[src/rtl/soc_io_pkg.sv]
// soc_io_pkg
// Shared definitions for the IO-page UART/LED peripheral:
//   - byte offsets of the three registers in the IO page
//   - bit positions inside the STATUS word
//   - state encoding of the UART transmit FSM
package soc_io_pkg;

   localparam int unsigned REG_LED    = 32'h0;
   localparam int unsigned REG_TXDATA = 32'h4;
   localparam int unsigned REG_STATUS = 32'h8;

   localparam int ST_FULL      = 0;
   localparam int ST_EMPTY     = 1;
   localparam int ST_BUSY      = 2;
   localparam int ST_OVERFLOW  = 3;
   localparam int ST_LEVEL_LSB = 8;
   localparam int ST_LEVEL_MSB = 15;

   typedef enum logic [1:0] {
      IDLE  = 2'd0,
      START = 2'd1,
      DATA  = 2'd2,
      STOP  = 2'd3
   } tx_state_t;

endpackage

[src/rtl/io_sync_fifo.sv]
// io_sync_fifo
// Single-clock circular FIFO with occupancy count.
// A push while full is accepted when a pop happens in the same cycle.
// Ports:
//   clk, rst      clock, asynchronous active-high reset (control only)
//   push, wdata   write request and data
//   pop           read request (ignored when empty)
//   rdata         head entry (combinational, valid when !empty)
//   full, empty   occupancy flags
//   level         number of stored entries, 0..DEPTH
module io_sync_fifo
   import soc_io_pkg::*;
#(
   parameter int WIDTH = 8,
   parameter int DEPTH = 16
) (
   input  logic                     clk,
   input  logic                     rst,
   input  logic                     push,
   input  logic [WIDTH-1:0]         wdata,
   input  logic                     pop,
   output logic [WIDTH-1:0]         rdata,
   output logic                     full,
   output logic                     empty,
   output logic [$clog2(DEPTH):0]   level
);

   localparam int PTR_W = $clog2(DEPTH);
   localparam int LVL_W = PTR_W + 1;

   logic [WIDTH-1:0] mem [DEPTH];
   logic [PTR_W-1:0] wr_ptr;
   logic [PTR_W-1:0] rd_ptr;
   logic             do_push;
   logic             do_pop;

   assign full    = (level == LVL_W'(DEPTH));
   assign empty   = (level == '0);
   assign do_pop  = pop && !empty;
   // The slot freed by a simultaneous pop makes room for the push.
   assign do_push = push && (!full || do_pop);
   assign rdata   = mem[rd_ptr];

   // Pointers wrap naturally because DEPTH is a power of two.
   always_ff @(posedge clk or posedge rst) begin
      if (rst) begin
         wr_ptr <= '0;
         rd_ptr <= '0;
         level  <= '0;
      end else begin
         if (do_push) wr_ptr <= wr_ptr + PTR_W'(1);
         if (do_pop)  rd_ptr <= rd_ptr + PTR_W'(1);
         case ({do_push, do_pop})
            2'b10:   level <= level + LVL_W'(1);
            2'b01:   level <= level - LVL_W'(1);
            default: level <= level;
         endcase
      end
   end

   always_ff @(posedge clk) begin
      if (do_push) mem[wr_ptr] <= wdata;
   end

endmodule

[src/rtl/soc_io_uart.sv]
// soc_io_uart
// IO-space peripheral: LED output register plus a FIFO-buffered 8N1 UART
// transmitter behind a word-addressed register page.
//   0x0 LED     RW  bits[N_LEDS-1:0]
//   0x4 TXDATA  W   push wdata[7:0] into TX FIFO; reads 0
//   0x8 STATUS  R   [0] full [1] empty [2] busy [3] overflow [15:8] level
//               W   writing 1 to bit 3 clears overflow
// Ports:
//   CLK, RESET          clock, asynchronous active-high reset
//   IO_addr             byte offset of access (bits[1:0] ignored)
//   IO_wdata, IO_wen    write data and strobe
//   IO_ren              read strobe
//   IO_rdata            registered read data, valid the cycle after IO_ren
//   LEDS                LED register
//   TXD                 UART serial output, idle high, driven from a flop
module soc_io_uart
   import soc_io_pkg::*;
#(
   parameter int N_LEDS     = 5,
   parameter int FIFO_DEPTH = 16,
   parameter int BAUD_DIV   = 104,
   parameter int ADDR_W     = 4
) (
   input  logic              CLK,
   input  logic              RESET,
   input  logic [ADDR_W-1:0] IO_addr,
   input  logic [31:0]       IO_wdata,
   input  logic              IO_wen,
   input  logic              IO_ren,
   output logic [31:0]       IO_rdata,
   output logic [N_LEDS-1:0] LEDS,
   output logic              TXD
);

   localparam int LVL_W = $clog2(FIFO_DEPTH) + 1;
   localparam int CNT_W = $clog2(BAUD_DIV);
   localparam logic [CNT_W-1:0] BAUD_LAST = CNT_W'(BAUD_DIV - 1);

   if (BAUD_DIV < 2) begin : g_chk_baud
      $error("soc_io_uart: BAUD_DIV must be >= 2");
   end
   if (FIFO_DEPTH < 2 || (FIFO_DEPTH & (FIFO_DEPTH - 1)) != 0) begin : g_chk_depth
      $error("soc_io_uart: FIFO_DEPTH must be a power of two >= 2");
   end
   if (ADDR_W < 4) begin : g_chk_addr
      $error("soc_io_uart: ADDR_W must be >= 4 to reach STATUS");
   end

   // Address decode
   logic [ADDR_W-1:0] word_addr;
   logic              sel_led;
   logic              sel_txdata;
   logic              sel_status;
   logic              led_we;
   logic              tx_push;
   logic              ovf_clr;
   logic              ovf_set;

   assign word_addr  = {IO_addr[ADDR_W-1:2], 2'b00};
   assign sel_led    = (word_addr == ADDR_W'(REG_LED));
   assign sel_txdata = (word_addr == ADDR_W'(REG_TXDATA));
   assign sel_status = (word_addr == ADDR_W'(REG_STATUS));
   assign led_we     = IO_wen && sel_led;
   assign tx_push    = IO_wen && sel_txdata;
   assign ovf_clr    = IO_wen && sel_status && IO_wdata[ST_OVERFLOW];

   // Byte-lane address bits and data bits beyond the registers carry no meaning.
   logic unused_bits;
   assign unused_bits = ^{IO_wdata, IO_addr[1:0]};

   // TX FIFO
   logic [7:0]       fifo_rdata;
   logic             fifo_full;
   logic             fifo_empty;
   logic             fifo_pop;
   logic [LVL_W-1:0] fifo_level;

   io_sync_fifo #(
      .WIDTH (8),
      .DEPTH (FIFO_DEPTH)
   ) u_fifo (
      .clk   (CLK),
      .rst   (RESET),
      .push  (tx_push),
      .wdata (IO_wdata[7:0]),
      .pop   (fifo_pop),
      .rdata (fifo_rdata),
      .full  (fifo_full),
      .empty (fifo_empty),
      .level (fifo_level)
   );

   // A push into a full FIFO is only dropped if no pop frees a slot that cycle.
   assign ovf_set = tx_push && fifo_full && !fifo_pop;

   // Register stage: LED, overflow flag
   logic overflow;

   always_ff @(posedge CLK or posedge RESET) begin
      if (RESET) begin
         LEDS     <= '0;
         overflow <= 1'b0;
      end else begin
         if (led_we) LEDS <= IO_wdata[N_LEDS-1:0];
         // Set has priority so a drop is never lost to a concurrent clear.
         if (ovf_set)      overflow <= 1'b1;
         else if (ovf_clr) overflow <= 1'b0;
      end
   end

   // TX FSM: state register / next state / outputs
   tx_state_t        state;
   tx_state_t        state_next;
   logic [CNT_W-1:0] baud_cnt;
   logic [2:0]       bit_idx;
   logic [7:0]       shift_reg;
   logic             txd_next;
   logic             bit_end;

   assign bit_end = (baud_cnt == '0);

   always_ff @(posedge CLK or posedge RESET) begin
      if (RESET) state <= IDLE;
      else       state <= state_next;
   end

   always_comb begin
      state_next = state;
      case (state)
         IDLE:    if (!fifo_empty) state_next = START;
         START:   if (bit_end) state_next = DATA;
         DATA:    if (bit_end && bit_idx == 3'd7) state_next = STOP;
         STOP:    if (bit_end) state_next = fifo_empty ? IDLE : START;
         default: state_next = IDLE;
      endcase
   end

   always_comb begin
      fifo_pop = 1'b0;
      txd_next = 1'b1;
      case (state)
         IDLE:    fifo_pop = !fifo_empty;
         START:   txd_next = 1'b0;
         DATA:    txd_next = shift_reg[0];
         // Chaining straight into the next start bit avoids an idle gap.
         STOP:    fifo_pop = bit_end && !fifo_empty;
         default: fifo_pop = 1'b0;
      endcase
   end

   // Bit timing: the counter is preloaded while idle so each bit period,
   // including the first start bit, lasts exactly BAUD_DIV cycles.
   always_ff @(posedge CLK or posedge RESET) begin
      if (RESET) begin
         TXD      <= 1'b1;
         baud_cnt <= '0;
         bit_idx  <= '0;
      end else begin
         TXD <= txd_next;
         if (state == IDLE || bit_end) baud_cnt <= BAUD_LAST;
         else                          baud_cnt <= baud_cnt - CNT_W'(1);
         if (state != DATA) bit_idx <= '0;
         else if (bit_end)  bit_idx <= bit_idx + 3'd1;
      end
   end

   always_ff @(posedge CLK) begin
      if (fifo_pop)                    shift_reg <= fifo_rdata;
      else if (state == DATA && bit_end) shift_reg <= {1'b0, shift_reg[7:1]};
   end

   // Read stage: registered mux, holds while IO_ren is low
   logic [31:0] status;
   logic [31:0] rd_mux;

   always_comb begin
      status                           = '0;
      status[ST_FULL]                  = fifo_full;
      status[ST_EMPTY]                 = fifo_empty;
      status[ST_BUSY]                  = (state != IDLE);
      status[ST_OVERFLOW]              = overflow;
      status[ST_LEVEL_MSB:ST_LEVEL_LSB] = 8'(fifo_level);
   end

   always_comb begin
      rd_mux = '0;
      if (sel_led)    rd_mux = 32'(LEDS);
      if (sel_status) rd_mux = status;
   end

   always_ff @(posedge CLK or posedge RESET) begin
      if (RESET)       IO_rdata <= '0;
      else if (IO_ren) IO_rdata <= rd_mux;
   end

endmodule
[config.mk]
export PLATFORM = sky130hd
export DESIGN_NAME = soc_io_uart
export DESIGN_NICKNAME = d
export VERILOG_FILES = /design/src/rtl/soc_io_pkg.sv /design/src/rtl/io_sync_fifo.sv /design/src/rtl/soc_io_uart.sv
export SDC_FILE = /design/constraint.sdc
export NUM_CORES = 1
export LEC_CHECK = 0
export ABC_AREA = 0
export CAP_MARGIN = 20
export CORE_UTILIZATION = 53
export CTS_BUF_LIST = sky130_fd_sc_hd__clkbuf_8
export DETAILED_ROUTE_END_ITERATION = 7
export PLACE_DENSITY = 0.78
export SKIP_CTS_REPAIR_TIMING = 1
export SYNTH_ARGS = -nofsm -noshare
export SYNTH_HDL_FRONTEND = slang
export SYNTH_SLANG_ARGS = --single-unit
[constraint.sdc]
create_clock -name CLK -period 2.35 [get_ports CLK]
set_clock_uncertainty 0.1 [all_clocks]
set_input_delay 0.3525 -clock CLK [delete_from_list [all_inputs] [get_ports CLK]]
set_output_delay 0.3525 -clock CLK [all_outputs]
set_load 0.01 [all_outputs]
==> key figures, run 1 <==
Setup path
  • Worst-path cell chain: inv_2 -> ha_4 -> nor3b_4 -> a41oi_4 -> or4_4 -> nand2_4 -> ha_4 -> buf_6 -> nand2_4 -> nor3_2 -> a21oi_2 -> xnor2_1
  • CP max stage delay: 0.59 ns
  • Setup crit end kind: register
  • Arr. time, crit path: 2.92 ns
  • Slowest CP cell: or4_4
  • Worst endpoint required time: 2.63 ns
  • Critical path launch point type: register
  • Critical-path maximum fanout: 4
  • Critical Setup Path Class: reg2reg

Run
  • # Max-Cap Violations: 0

Timing
  • Relative slew slack: 47.2%
  • Final setup margin: -0.295 ns
  • Unrepaired setup endpoints after global routing: true
  • Max frequency: 378 MHz
  • Final setup vio count: 131
  • Max Slew Vio Count: 0
  • Worst-margin pin slew: 0.785 ns
  • Fin crit share: 113%
  • Final critical path time including I/O delays and setup: 2.64 ns
  • Final Hold Fails: 0

Final layout
  • Fin nets: 631
  • Most frequent cells in the layout: edfxtp_1, buf_4, nand2_1
  • Area Growth Syn to Fin: 21.0%
  • Leading cell type in the layout, fill and taps excluded: edfxtp_1
  • ANT cells: 0
  • Post-Layout Cell Count: 769
  • Max reg flops: 128
  • Filler instances: 894
  • Share of layout cells above drive strength 1: 30.1%
  • Final core utilization: 66.2%

Route
  • Routed WL per cell: 19.9 um
  • Via count: 4431
  • 1st-iter DRT viols: 353
  • First-pass DRT Iterations: 5
  • Vias per inst: 5.76
  • DRC violations left: 0
  • Final wirelength: 15300 um
  • Post-route ant nets: 0

Synth
  • Multiplexer share of the synthesized area: 11.6%
  • Yosys warnings: 0
  • Synth Area in Adders: 2.44%
  • Async set-reset flop share out of synthesis: 23.6%
  • Synth Area in XOR/XNOR: 1.71%
  • Synth Flop Type: edfxtp_1
  • Avg Cell Area, Syn: 15.9 sq um
  • Number of synthesized flops with an enable pin: 136
  • Seq/Total Area, Yosys: 66.8%
  • Largest family of logic cells by synthesized area: multiplexers
  • Mapped Area: 7690 sq um
  • Synth Area in Compound Gates: 4.67%
  • Synth Area in Simple Gates: 8.32%
  • Synth Instances: 484
  • Distinct cells, synth: 53
  • Seq cells post-synth: 178

Power and ir drop
  • Sw Pwr: 1.70 mW
  • Overall power: 6.71 mW
  • Clock power share: 30.4%
  • PD cells: 721 nW/um^2
  • Comb power frac: 14.3%
  • Sw frac: 25.3%
  • Internal power: 5.01 mW
  • Part of the power in registers: 55.3%
  • VDD IR max: 0.488 mV
  • Lkg Pwr: 3.42 nW

Outcome
  • Outcome: finished, violations left
  • Failing checks: negative setup slack

CTS
  • CTS buffer count: 17
  • CTS tree: built
  • Clock buffer depth: 2
  • Worst-skew pair later-pin latency: 0.46 ns
  • Htree depth: 4
  • CTS sink count: 178
  • Clock transition at path regs: 0.09 ns
  • Root buffer cell: clkbuf_8

Floorplanning
  • I/O pin count: 78
  • Core area: 14000 sq um
  • Die area: 15000 sq um
  • Row count: 43
  • Die width: 122 um
  • Initial Util: 54.8%
  • Die H: 122 um

Place
  • Port buffer count: 29
  • Worst slack, placed: -0.283 ns
  • Post-DP HPWL: 10100 um
  • RePlAce Congestion: 0.819
  • Placed Instances: 731

GRT
  • Grt total ovfl: 0
  • All-Layer GR Usage: 21.5%
  • Largest net degree at the start of global routing: 43
  • Vias in the first global route: 4450
  • Global-route wire length before repair: 23400 um
  • Initial antenna violation count: 0

Hold path
  • Worst hold path type: in2async
-- synthesized netlist by cell type (4+ instances only) --
cell,n,area share (%)
edfxtp_1,136,53
nand2_1,44,2.1
dfrtp_1,41,13
mux4_2,30,8.8
buf_4,24,2.3
inv_1,19,0.93
clkbuf_1,16,0.78
a22oi_1,15,1.5
ha_1,15,2.4
mux2_2,14,2.1
xnor2_1,12,1.4
o22ai_1,10,0.81
nor2_1,8,0.39
o21ai_0,8,0.52
and3_1,7,0.57
nor3_1,7,0.46
mux2i_1,6,0.78
nor2b_1,6,0.49
a21oi_1,5,0.33
and4_1,4,0.46
and4b_1,4,0.52
-- stage by stage --
step / setup TNS, ns / hold WS (ns) / cell area, sq um
after floorplan: -0.224 / 0.329 / 7770
after global placement: -21.70 / 0.405 / 8710
after detailed placement: -22.85 / 0.424 / 8710
after CTS: -22.32 / 0.222 / 9100
after global routing: -30.72 / 0.263 / 9300
final: -19.46 / 0.234 / 9300
-- critical path, delay by kind of cell (launching register included) --
kind                       cells  cell delay (ns)
DFF                            1             0.41
and+or+nand+nor                5             1.14
xor gates and xnor gates       1             0.18
buffers and inverters          2             0.20
adders and majority gates      2             0.26
AOI/OAI and AO/OA              2             0.27
-- routing by layer --
layer  vias up  wire length, um  global-route usage, %
met3        29              741                   5.81
met2       166             8000                   34.4
met1      2249             6240                   28.4
met4         0              307                   7.77
met5         -                0                      0
li1       1987                -                      -
-- power by group through the flow --
stage | logic (mW) | clock network [mW] | registers, mW
2_1_floorplan | 0.461 | 0 | 3.75
3_3_place_gp | 0.791 | 0 | 3.76
3_5_place_dp | 0.841 | 0 | 3.77
4_1_cts | 0.846 | 2.09 | 3.70
5_1_grt | 1.03 | 2.20 | 3.73
6_report | 0.958 | 2.04 | 3.71
-- cells by family after synthesis --
| kind of cell | count (synthesis) |
|---|---|
| DFF | 178 |
| AOI/OAI and AO/OA | 52 |
| adders and majority gates | 15 |
| and+or+nand+nor | 110 |
| other | 1 |
| buffers and inverters | 63 |
| xor gates and xnor gates | 15 |
| muxes | 50 |
-- worst paths after layout --
| path | start | end | slack, ns | depth (start not counted) |
|---|---|---|---|---|
| setup / recovery | baud_cnt[1] | u_fifo.level[4] | -0.29 | 12 |
| min in group CLK | IO_rdata[11] | IO_rdata[11] | 0.44 | 2 |
| setup reg to reg | baud_cnt[1] | u_fifo.level[4] | -0.29 | 12 |
| hold / removal | RESET | baud_cnt[3] | 0.23 | 3 |
| max in group asynchronous | RESET | u_fifo.rd_ptr[0] | 1.52 | 3 |
| hold reg to reg | IO_rdata[11] | IO_rdata[11] | 0.44 | 2 |
-- layout make-up --
| type | instances | area, sq um | share of cell area (%) |
|---|---|---|---|
| timing repair buffer | 96 | 1050 | 11.3 |
| clock buffer | 20 | 275 | 2.96 |
| multi-input combinational | 264 | 2430 | 26.1 |
| clock inverter | 12 | 116 | 1.25 |
| inverter | 19 | 71.3 | 0.767 |
| tap | 180 | 225 | 2.42 |
| sequential | 178 | 5140 | 55.2 |
Power figures use the tool's default switching activity.
==> run 2, diff against run 1 <==
--- a/config.mk
+++ b/config.mk
@@ -7,9 +7,10 @@
 export LEC_CHECK = 0
 export ABC_AREA = 0
 export CAP_MARGIN = 20
-export CORE_UTILIZATION = 53
+export CORE_UTILIZATION = 59
 export CTS_BUF_LIST = sky130_fd_sc_hd__clkbuf_8
 export DETAILED_ROUTE_END_ITERATION = 7
+export DONT_BUFFER_PORTS = 1
 export PLACE_DENSITY = 0.78
 export SKIP_CTS_REPAIR_TIMING = 1
 export SYNTH_ARGS = -nofsm -noshare
==> run 2 against run 1 <==
Effect of this change:
- the flow still finishes with violations (negative setup slack)
- global-route usage rose by 2.0 points
- clock-buffer cell count decreased by 2
- die area fell by 10%
- core utilization grew 4.6 points
- total power shrank 2.6%
- hold slack got worse by 0.23 ns
- via count decreased by 3.6%
- routed wire length shrank 6.3%
- critical path type unchanged
- largest power group unchanged
==> key figures, run 2 (synthesized netlist as in run 1, its figures left out) <==
GRT
  • All-Layer GR Usage: 23.5% (+2.0 points)
  • Grt total ovfl: 0 (unchanged)
  • Largest net degree at the start of global routing: 38 (-12%)
  • Global-route wire length before repair: 22600 um (-3.1%)
  • Vias in the first global route: 4219 (-5.2%)
  • Initial antenna violation count: 0 (unchanged)

Hold path
  • Sink of the worst hold path: IO_rdata[1]
  • Worst hold path type: in2reg
  • Min-Delay Path Depth: 2
  • Hold path startpoint: IO_addr[3]

Final layout
  • Leading cell type in the layout, fill and taps excluded: edfxtp_1
  • Area Growth Syn to Fin: 16.7%
  • ANT cells: 0 (unchanged)
  • Most frequent cells in the layout: edfxtp_1, nand2_1, dfrtp_1
  • Max reg flops: 128 (unchanged)
  • Share of layout cells above drive strength 1: 27.4% (-2.7 points)
  • Final core utilization: 70.8% (+4.6 points)
  • Fin nets: 601 (-4.8%)

Timing
  • Max Slew Vio Count: 0 (unchanged)
  • Relative slew slack: 57.7% (+11 points)
  • Worst-margin pin slew: 0.633 ns (-0.153 ns)
  • Final TNS setup: -11.64 ns (+7.81 ns)
  • Fin crit share: 112% (-0.80 points)
  • Final critical path time including I/O delays and setup: 2.63 ns (-0.0188 ns)
  • Final setup vio count: 131 (unchanged)
  • Final Hold Fails: 0 (unchanged)
  • Final setup margin: -0.276 ns (+0.0188 ns)
  • Unrepaired setup endpoints after global routing: true
  • Max frequency: 381 MHz (+0.72%)

Setup path
  • Setup crit end kind: register
  • Critical path depth: 11 (-1)
  • Critical-path maximum fanout: 3 (-1)
  • Worst Reg-to-Reg Cells: 11 (-1)
  • R2R Setup Slk: -0.28 ns (+0.02 ns)
  • Critical path launch point type: register
  • Reg2Reg Launch Point: state[0]
  • Worst-path cell chain: inv_1 -> ha_1 -> inv_2 -> a41oi_2 -> or4_4 -> nand2_4 -> ha_4 -> or4_1 -> nor4_2 -> a21oi_2 -> xnor2_1
  • Critical Setup Path Class: reg2reg
  • Worst endpoint required time: 2.61 ns (-0.02 ns)
  • Worst r2r dst: u_fifo.level[4]
  • CP max stage delay: 0.43 ns (-0.16 ns)
  • Arr. time, crit path: 2.88 ns (-0.04 ns)
  • Slowest CP cell: or4_1
  • Buf/Inv on CP: 2 (unchanged)
  • Crit path max-delay family: simple AND/OR/NAND/NOR gates

Floorplanning
  • Die width: 116 um (-5.1%)
  • Die area: 13500 sq um (-10%)
  • Row count: 41 (-4.7%)
  • Die H: 116 um (-5.1%)
  • Core area: 12700 sq um (-9.8%)
  • Initial Util: 60.7% (+5.9 points)
  • I/O pin count: 78 (unchanged)

Power and ir drop
  • PD cells: 728 nW/um^2 (+0.96%)
  • VDD IR max: 0.601 mV (+23%)
  • Lkg Pwr: 3.30 nW (-3.4%)

Outcome
  • Failing checks: negative setup slack
  • Outcome: finished, violations left

Route
  • Final wirelength: 14300 um (-6.3%)
  • Vias per inst: 5.84 (+1.4%)
  • First-pass DRT Iterations: 5 (unchanged)
  • Via count: 4271 (-3.6%)
  • 1st-iter DRT viols: 426 (+21%)
  • Routed WL per cell: 19.6 um (-1.4%)
  • Post-route ant nets: 0 (unchanged)
  • DRC violations left: 0 (unchanged)

Run
  • # Max-Cap Violations: 0 (unchanged)

CTS
  • CTS tree: built
  • CTS buffer count: 17 (unchanged)
  • Clock transition at path regs: 0.09 ns (about the same)
  • Root buffer cell: clkbuf_8
  • Clock buffer depth: 2 (unchanged)
  • Htree depth: 4 (unchanged)
  • Worst-skew pair later-pin latency: 0.46 ns (about the same)
  • CTS sink count: 178 (unchanged)

Place
  • Post-DP HPWL: 9450 um (-6.6%)
  • Port buffer count: 0 (-100%)
  • Worst slack, placed: -0.183 ns (+0.0995 ns)
  • RePlAce Congestion: 0.884 (+8.0%)
## run 2: cell types whose count changed in the layout (fill, tap and decap cells not counted), sizes merged, moves of 2 or more
cell / delta
clkdlybuf4s50: -29
buf: -12
dlygate4sd3: +11
clkinv: -2
clkbuf: -2
inv: +3
## run 2: worst max path at each step
stage | start | to
floorplan | baud_cnt[0] | u_fifo.level[4]
global placement | baud_cnt[0] | u_fifo.level[4]
finish | state[0] | u_fifo.level[4]
detailed placement | baud_cnt[0] | u_fifo.level[4]
global route | baud_cnt[0] | u_fifo.level[4]
CTS | baud_cnt[0] | u_fifo.level[4]
## run 2: power breakdown
group / switching (mW) / internal, mW / total [mW]
Clock: 1.07 / 0.967 / 2.04
Combinational: 0.416 / 0.349 / 0.765
Sequential: 0.174 / 3.56 / 3.73
Total: 1.66 / 4.87 / 6.53
## run 2: layout make-up
type / instances / area (sq um)
clock buffer: 18 / 248
sequential: 178 / 5140
tap: 172 / 215
multi-input combinational: 264 / 2350
timing repair buffer: 66 / 810
clock inverter: 14 / 138
fill: 804 / 3700
inverter: 19 / 71.3
## run 2: routing by layer
metal | vias to the layer above | routed length (um) | track usage (%)
li1 | 1931 | - | -
met4 | 0 | 296 | 9.23
met2 | 170 | 7120 | 36.3
met5 | - | 0 | 0
met1 | 2147 | 6110 | 32.0
met3 | 23 | 809 | 6.85
## run 2: through the flow
step	area (sq um)	hold slack, ns	power [mW]	instances
floorplan	7770	0.329	4.21	505
global placement	8360	0.318	4.41	684
detailed placement	8390	0.150	4.46	685
CTS	8780	-0.359	6.47	717
global route	8970	0.000536	6.81	731
finish	8970	0.00677	6.53	731
==> run 3, diff against run 2 <==
--- a/config.mk
+++ b/config.mk
@@ -13,6 +13,7 @@
 export DONT_BUFFER_PORTS = 1
 export PLACE_DENSITY = 0.78
 export SKIP_CTS_REPAIR_TIMING = 1
+export SLEW_MARGIN = 20
 export SYNTH_ARGS = -nofsm -noshare
 export SYNTH_HDL_FRONTEND = slang
 export SYNTH_SLANG_ARGS = --single-unit
==> results of run 3 <==
Final layout, timing and power as in run 2 (identical DEF).
